## src/rtl/pipe_stage_skid.sv

```systemverilog
`default_nettype none
// ============================================================================
// Module   : pipe_stage_skid
// Brief    : Generic pipeline stage register with valid/ready handshake,
//            2-entry skid buffer, synchronous flush and optional
//            saturating performance counters.
// Options  : define PIPE_STAGE_SKID_PERF_EN to build stall_cnt/flush_cnt;
//            otherwise both counter ports are tied to zero.
// Revision : 1.0 - initial release
// ============================================================================
module pipe_stage_skid #(
   parameter int WIDTH      = 32,
   parameter int CTRL_WIDTH = 8,
   parameter int CNT_WIDTH  = 16
) (
   input  logic                  clk,
   input  logic                  reset,
   input  logic                  flush,
   input  logic                  in_valid,
   output logic                  in_ready,
   input  logic [WIDTH-1:0]      in_data,
   input  logic [CTRL_WIDTH-1:0] in_ctrl,
   output logic                  out_valid,
   input  logic                  out_ready,
   output logic [WIDTH-1:0]      out_data,
   output logic [CTRL_WIDTH-1:0] out_ctrl,
   output logic [1:0]            occupancy,
   output logic [CNT_WIDTH-1:0]  stall_cnt,
   output logic [CNT_WIDTH-1:0]  flush_cnt
);

   // The state value doubles as the occupancy count.
   typedef enum logic [1:0] {
      ST_EMPTY = 2'd0,
      ST_ONE   = 2'd1,
      ST_FULL  = 2'd2
   } state_e;

   state_e                state_q,     state_d;
   logic                  in_ready_q,  in_ready_d;
   logic                  out_valid_q, out_valid_d;
   logic [WIDTH-1:0]      main_data_q, main_data_d;
   logic [CTRL_WIDTH-1:0] main_ctrl_q, main_ctrl_d;
   logic [WIDTH-1:0]      skid_data_q, skid_data_d;
   logic [CTRL_WIDTH-1:0] skid_ctrl_q, skid_ctrl_d;

   logic                  in_fire;
   logic                  out_fire;

   // in_ready is held low while reset is asserted; the flop itself resets to 1.
   assign in_ready  = in_ready_q & ~reset;
   assign out_valid = out_valid_q;
   assign in_fire   = in_valid & in_ready;
   assign out_fire  = out_valid_q & out_ready;
   assign occupancy = state_q;
   assign out_data  = main_data_q;
   // Bubbles never leak stale control bits downstream.
   assign out_ctrl  = out_valid_q ? main_ctrl_q : '0;

   // Next-state, storage and registered-handshake computation.
   always_comb begin
      state_d     = state_q;
      main_data_d = main_data_q;
      main_ctrl_d = main_ctrl_q;
      skid_data_d = skid_data_q;
      skid_ctrl_d = skid_ctrl_q;
      if (flush) begin
         // Main data is kept; everything else that could look like a live
         // entry is cleared. An output transfer this cycle still completes.
         state_d     = ST_EMPTY;
         main_ctrl_d = '0;
         skid_data_d = '0;
         skid_ctrl_d = '0;
      end else begin
         case (state_q)
            ST_EMPTY: begin
               if (in_fire) begin
                  main_data_d = in_data;
                  main_ctrl_d = in_ctrl;
                  state_d     = ST_ONE;
               end
            end
            ST_ONE: begin
               if (in_fire && !out_fire) begin
                  skid_data_d = in_data;
                  skid_ctrl_d = in_ctrl;
                  state_d     = ST_FULL;
               end else if (in_fire && out_fire) begin
                  main_data_d = in_data;
                  main_ctrl_d = in_ctrl;
               end else if (out_fire) begin
                  state_d     = ST_EMPTY;
               end
            end
            ST_FULL: begin
               if (out_fire) begin
                  main_data_d = skid_data_q;
                  main_ctrl_d = skid_ctrl_q;
                  state_d     = ST_ONE;
               end
            end
            default: begin
               state_d = ST_EMPTY;
            end
         endcase
      end
      in_ready_d  = (state_d != ST_FULL);
      out_valid_d = (state_d != ST_EMPTY);
   end

   // Stage storage and handshake flops.
   always_ff @(posedge clk) begin
      if (reset) begin
         state_q     <= ST_EMPTY;
         in_ready_q  <= 1'b1;
         out_valid_q <= 1'b0;
         main_data_q <= '0;
         main_ctrl_q <= '0;
         skid_data_q <= '0;
         skid_ctrl_q <= '0;
      end else begin
         state_q     <= state_d;
         in_ready_q  <= in_ready_d;
         out_valid_q <= out_valid_d;
         main_data_q <= main_data_d;
         main_ctrl_q <= main_ctrl_d;
         skid_data_q <= skid_data_d;
         skid_ctrl_q <= skid_ctrl_d;
      end
   end

`ifdef PIPE_STAGE_SKID_PERF_EN
   logic [CNT_WIDTH-1:0] stall_cnt_q, stall_cnt_d;
   logic [CNT_WIDTH-1:0] flush_cnt_q, flush_cnt_d;
   logic [1:0]           flush_inc;
   logic [CNT_WIDTH:0]   flush_sum;

   // Saturating counters: stall cycles and entries discarded by flush.
   always_comb begin
      // Entries lost = held - consumed this cycle + accepted this cycle (0..2).
      flush_inc   = occupancy - {1'b0, out_fire} + {1'b0, in_fire};
      flush_sum   = {1'b0, flush_cnt_q} + (CNT_WIDTH+1)'(flush_inc);
      stall_cnt_d = stall_cnt_q;
      flush_cnt_d = flush_cnt_q;
      if (out_valid_q && !out_ready && !(&stall_cnt_q)) begin
         stall_cnt_d = stall_cnt_q + CNT_WIDTH'(1);
      end
      if (flush) begin
         flush_cnt_d = flush_sum[CNT_WIDTH] ? '1 : flush_sum[CNT_WIDTH-1:0];
      end
   end

   // Counter flops.
   always_ff @(posedge clk) begin
      if (reset) begin
         stall_cnt_q <= '0;
         flush_cnt_q <= '0;
      end else begin
         stall_cnt_q <= stall_cnt_d;
         flush_cnt_q <= flush_cnt_d;
      end
   end

   assign stall_cnt = stall_cnt_q;
   assign flush_cnt = flush_cnt_q;
`else
   assign stall_cnt = '0;
   assign flush_cnt = '0;
`endif

endmodule
`default_nettype wire

```

## config.mk

```make
export PLATFORM = sky130hd
export DESIGN_NAME = pipe_stage_skid
export DESIGN_NICKNAME = d
export VERILOG_FILES = /design/src/rtl/pipe_stage_skid.sv
export SDC_FILE = /design/constraint.sdc
export NUM_CORES = 1
export LEC_CHECK = 0
export CAP_MARGIN = 5
export CORE_MARGIN = 2
export CORE_UTILIZATION = 45
export DETAILED_ROUTE_END_ITERATION = 12
export PLACE_DENSITY = 0.78
export SLEW_MARGIN = 20
export SYNTH_ARGS = -nofsm -noshare
export SYNTH_HDL_FRONTEND = slang
export SYNTH_SLANG_ARGS = --single-unit
```

## constraint.sdc

```tcl
create_clock -name clk -period 2 [get_ports clk]
set_input_delay 0.3 -clock clk [delete_from_list [all_inputs] [get_ports clk]]
set_output_delay 0.3 -clock clk [all_outputs]
set_load 0.005 [all_outputs]
```

==> key figures <==
Clock tree
  • CTS Buf Count: 9
  • Post-CTS sizing: 0
  • Clk sinks: 84
  • CTS tree: done
  • CTS Root Cell: clkbuf_8
  • Worst-skew pair later-pin latency: 0.35 ns
  • CTS HTree Levels: 3
  • Setup Fix Bufs, Post-CTS: 0
  • Clock-pin slew on the worst setup and hold paths: 0.09 ns
  • Hold buffer count at cts: 0
  • Clock Tree Buf Depth: 2

Yosys
  • Cell Area, Synth: 0.003830 mm^2
  • Most common cell in the netlist: dfxtp_1
  • Synthesis Warnings: 0
  • Adder-Cell Fraction of Synth Area: 0%
  • Top cells by count, synth: dfxtp_1, nand2_1, a21oi_1, nor2_1, mux2i_1
  • XOR/XNOR Fraction of Synth Area: 0%
  • Compound-Gate Fraction of Synth Area: a little under a fifth
  • Mean post-synth cell area: 9.097 um^2
  • Ranking of synthesized cells by area: dfxtp_1, mux2i_1, a211oi_2
  • Post-synth top area share: 43.91%
  • Register area share after synthesis: 43.91%
  • Largest area contributor in the netlist: dfxtp_1
  • Flops & latches, synth: 84
  • Post-synthesis simple-gate area fraction: 15.58%
  • Synth Instances: 421
  • Post-synth EDFFs: 0
  • Netlist cell types: 27
  • Post-synthesis mux area share: 10.72%
  • Ys flop type: dfxtp_1
  • Largest family of logic cells by synthesized area: compound AO/OA/AOI/OAI gates
  • Async SR Flop Fraction: 0%

Setup path
  • CP peak stage delay: 0.50 ns
  • Slowest CP cell: clkdlybuf4s50_1
  • Worst setup EP type: output port
  • Worst-path cell chain: buf_4, and2_1, clkdlybuf4s50_1
  • CP delay by family, top: buffers and inverters
  • Critical path class: flip-flop to output port
  • Worst setup SP type: flip-flop
  • Crit path max fanout: 10
  • CP required: 1.70 ns
  • CP arrival: 1.56 ns
  • Critical path buffers and inverters: 2

Pwr
  • Power, Total: 3.356 mW
  • Reg power frac: 51.9%
  • Psw: approximately 0.8 mW
  • Clock share of power: a little over a third
  • Leak: around 2 nW
  • PD cells: 679.3 mW/mm^2
  • Switch share: 24.36%
  • Max VDD drop: 0.3681 mV
  • Internal power: 2.538 mW
  • Comb pwr share: around an eighth

Detailed routing
  • TritonRoute pass-1 iters: 4
  • Vias per std cell: 4.985
  • Via count: 3,066
  • Routed WL: approximately 8.5 mm
  • Routed wire per std cell: around 14 um
  • Routed Antenna Nets: 0
  • DRC: 0
  • 1st-iter DRT viols: 109

Place
  • Input/output buffers: 88
  • Post-place setup slack: -0.09388 ns
  • HPWL Detailed: 5.906 mm
  • Final Wtd Congestion: ~0.85
  • Placed Area: 0.004750 mm^2

Global route
  • Busiest grt layer: met2
  • M1 GR Usage: 23.54%
  • Number of global-route vias before repair: 3,059
  • M2 GR Usage: between 30% and 40%
  • Total track usage: 19.13%
  • Pin count of the biggest net entering global routing: 45
  • First-pass GRT wire length: around 14 mm
  • Met3 usage: 3.837%
  • Grt total ovfl: 0
  • Antenna violations before repair: 0

Hold path
  • HP Class: primary input to flip-flop

Final layout
  • Nets: 551
  • Final instance area: 0.004940 mm^2
  • Area growth syn-to-layout: 28.98%
  • Antenna cells: 0
  • Share of layout cells above drive strength 1: about 14%

STA
  • Max-slew violation count: 0
  • Final setup fails: 0
  • Setup WS post-layout: about 0.14 ns
  • Final Skew: 0.007492 ns
  • Fmax: 536.3 MHz
  • RSZ-0062 raised after global routing: no
  • Period utilization: 93.24%
  • Crit path time final: 1.865 ns
  • Fin. Hold Viols: 0

Floorplanning
  • FP Rows: 33
  • Initial Utilization: 46.61%
  • Die Y: 96.26 um
  • Die width: around 96 um
  • CORE AREA: 0.008217 mm^2
  • I/O pin count: 121
  • Die area: 0.009265 mm^2

Run status
  • Status: finished, final reports clean

Flow run
  • Max-cap violation count: 0
-- cell families (layout without fill, tap and decap cells) --
group,Yosys count,count (layout)
AOI/OAI and AO/OA,88,88
DFF,84,84
other,1,32
and+or+nand+nor,141,141
buffers and inverters,66,124
muxes,41,41
-- layer usage --
layer,vias up,share of wire (%)
li1,1530,-
met1,1445,43
met3,7,5.7
met5,-,0
met2,84,50
met4,0,0.92
-- worst paths after layout --
kind                                     start        endpoint  slack, ns  depth (start not counted)
worst max-delay path                 out_valid     out_ctrl[5]       0.14                          3
worst max register to register    occupancy[1]    out_data[19]       0.26                          5
worst min register to register  skid_ctrl_q[4]  skid_ctrl_q[4]       0.46                          2
worst min-delay path                     reset    out_data[25]       0.41                          3
-- registers in the layout, summed over array words and instances (netlist names) --
name,count
out_data,32
skid_ctrl_q,8
occupancy,2
skid_data_q,32
main_ctrl_q,8
out_valid,1
in_ready_q,1
-- power groups by stage --
stage | Clock, mW | Sequential (mW) | Combinational [mW]
2_1_floorplan | 0 | 1.78 | 0.245
3_3_place_gp | 0 | 1.78 | 0.410
3_5_place_dp | 0 | 1.78 | 0.419
4_1_cts | 1.21 | 1.74 | 0.421
5_1_grt | 1.28 | 1.75 | 0.463
6_report | 1.19 | 1.74 | 0.419
-- worst min-delay path: stages --
cell and delay, ns:
buf_2 0.11, buf_4 0.25, a211oi_2 0.05
-- through the flow --
| stage | setup TNS, ns | std cells | hold slack [ns] | utilization [%] |
|---|---|---|---|---|
| 2_1_floorplan | 0 | 452 | 0.4357 | - |
| 3_3_place_gp | -0.002868 | 600 | 0.4407 | 57.80 |
| 3_5_place_dp | -2.046 | 600 | 0.4458 | 57.80 |
| 4_1_cts | 0 | 615 | 0.4026 | 60.12 |
| 5_1_grt | 0 | 615 | 0.4186 | 60.12 |
| 6_report | 0 | 615 | 0.4142 | 60.12 |
-- layout make-up --
class | instances | area, um^2
Inverter | 2 | 7.507
Timing Repair Buffer | 107 | 1069
Fill cell | 727 | 3277
Tap cell | 105 | 131.4
Sequential cell | 84 | 1682
Clock inverter | 5 | 52.55
Clock buffer | 10 | 137.6
Multi-Input combinational cell | 302 | 1861
-- layout by cell type, fill, tap and decap left out --
cell type	n
clkdlybuf4s50_1	87
dfxtp_1	84
nand2_1	82
a21oi_1	42
mux2i_1	41
nor2_1	41
conb_1	32
a211oi_2	28
buf_4	15
a211oi_1	12
clkbuf_8	10
and2_1	8
buf_12	4
clkinv_2	3
nand3b_1	2
inv_1	2
nor2b_1	1
nand4bb_4	1
nand3_1	1
a22oi_1	1
nand2b_2	1
or2_2	1
a221oi_4	1
a21bo_2	1
nor2_4	1
nor4bb_1	1
nand3_2	1
a221o_1	1
a21o_1	1
a31oi_1	1
clkinvlp_4	1
bufinv_16	1
buf_2	1
Note: power is estimated with default switching activity, not from simulation.
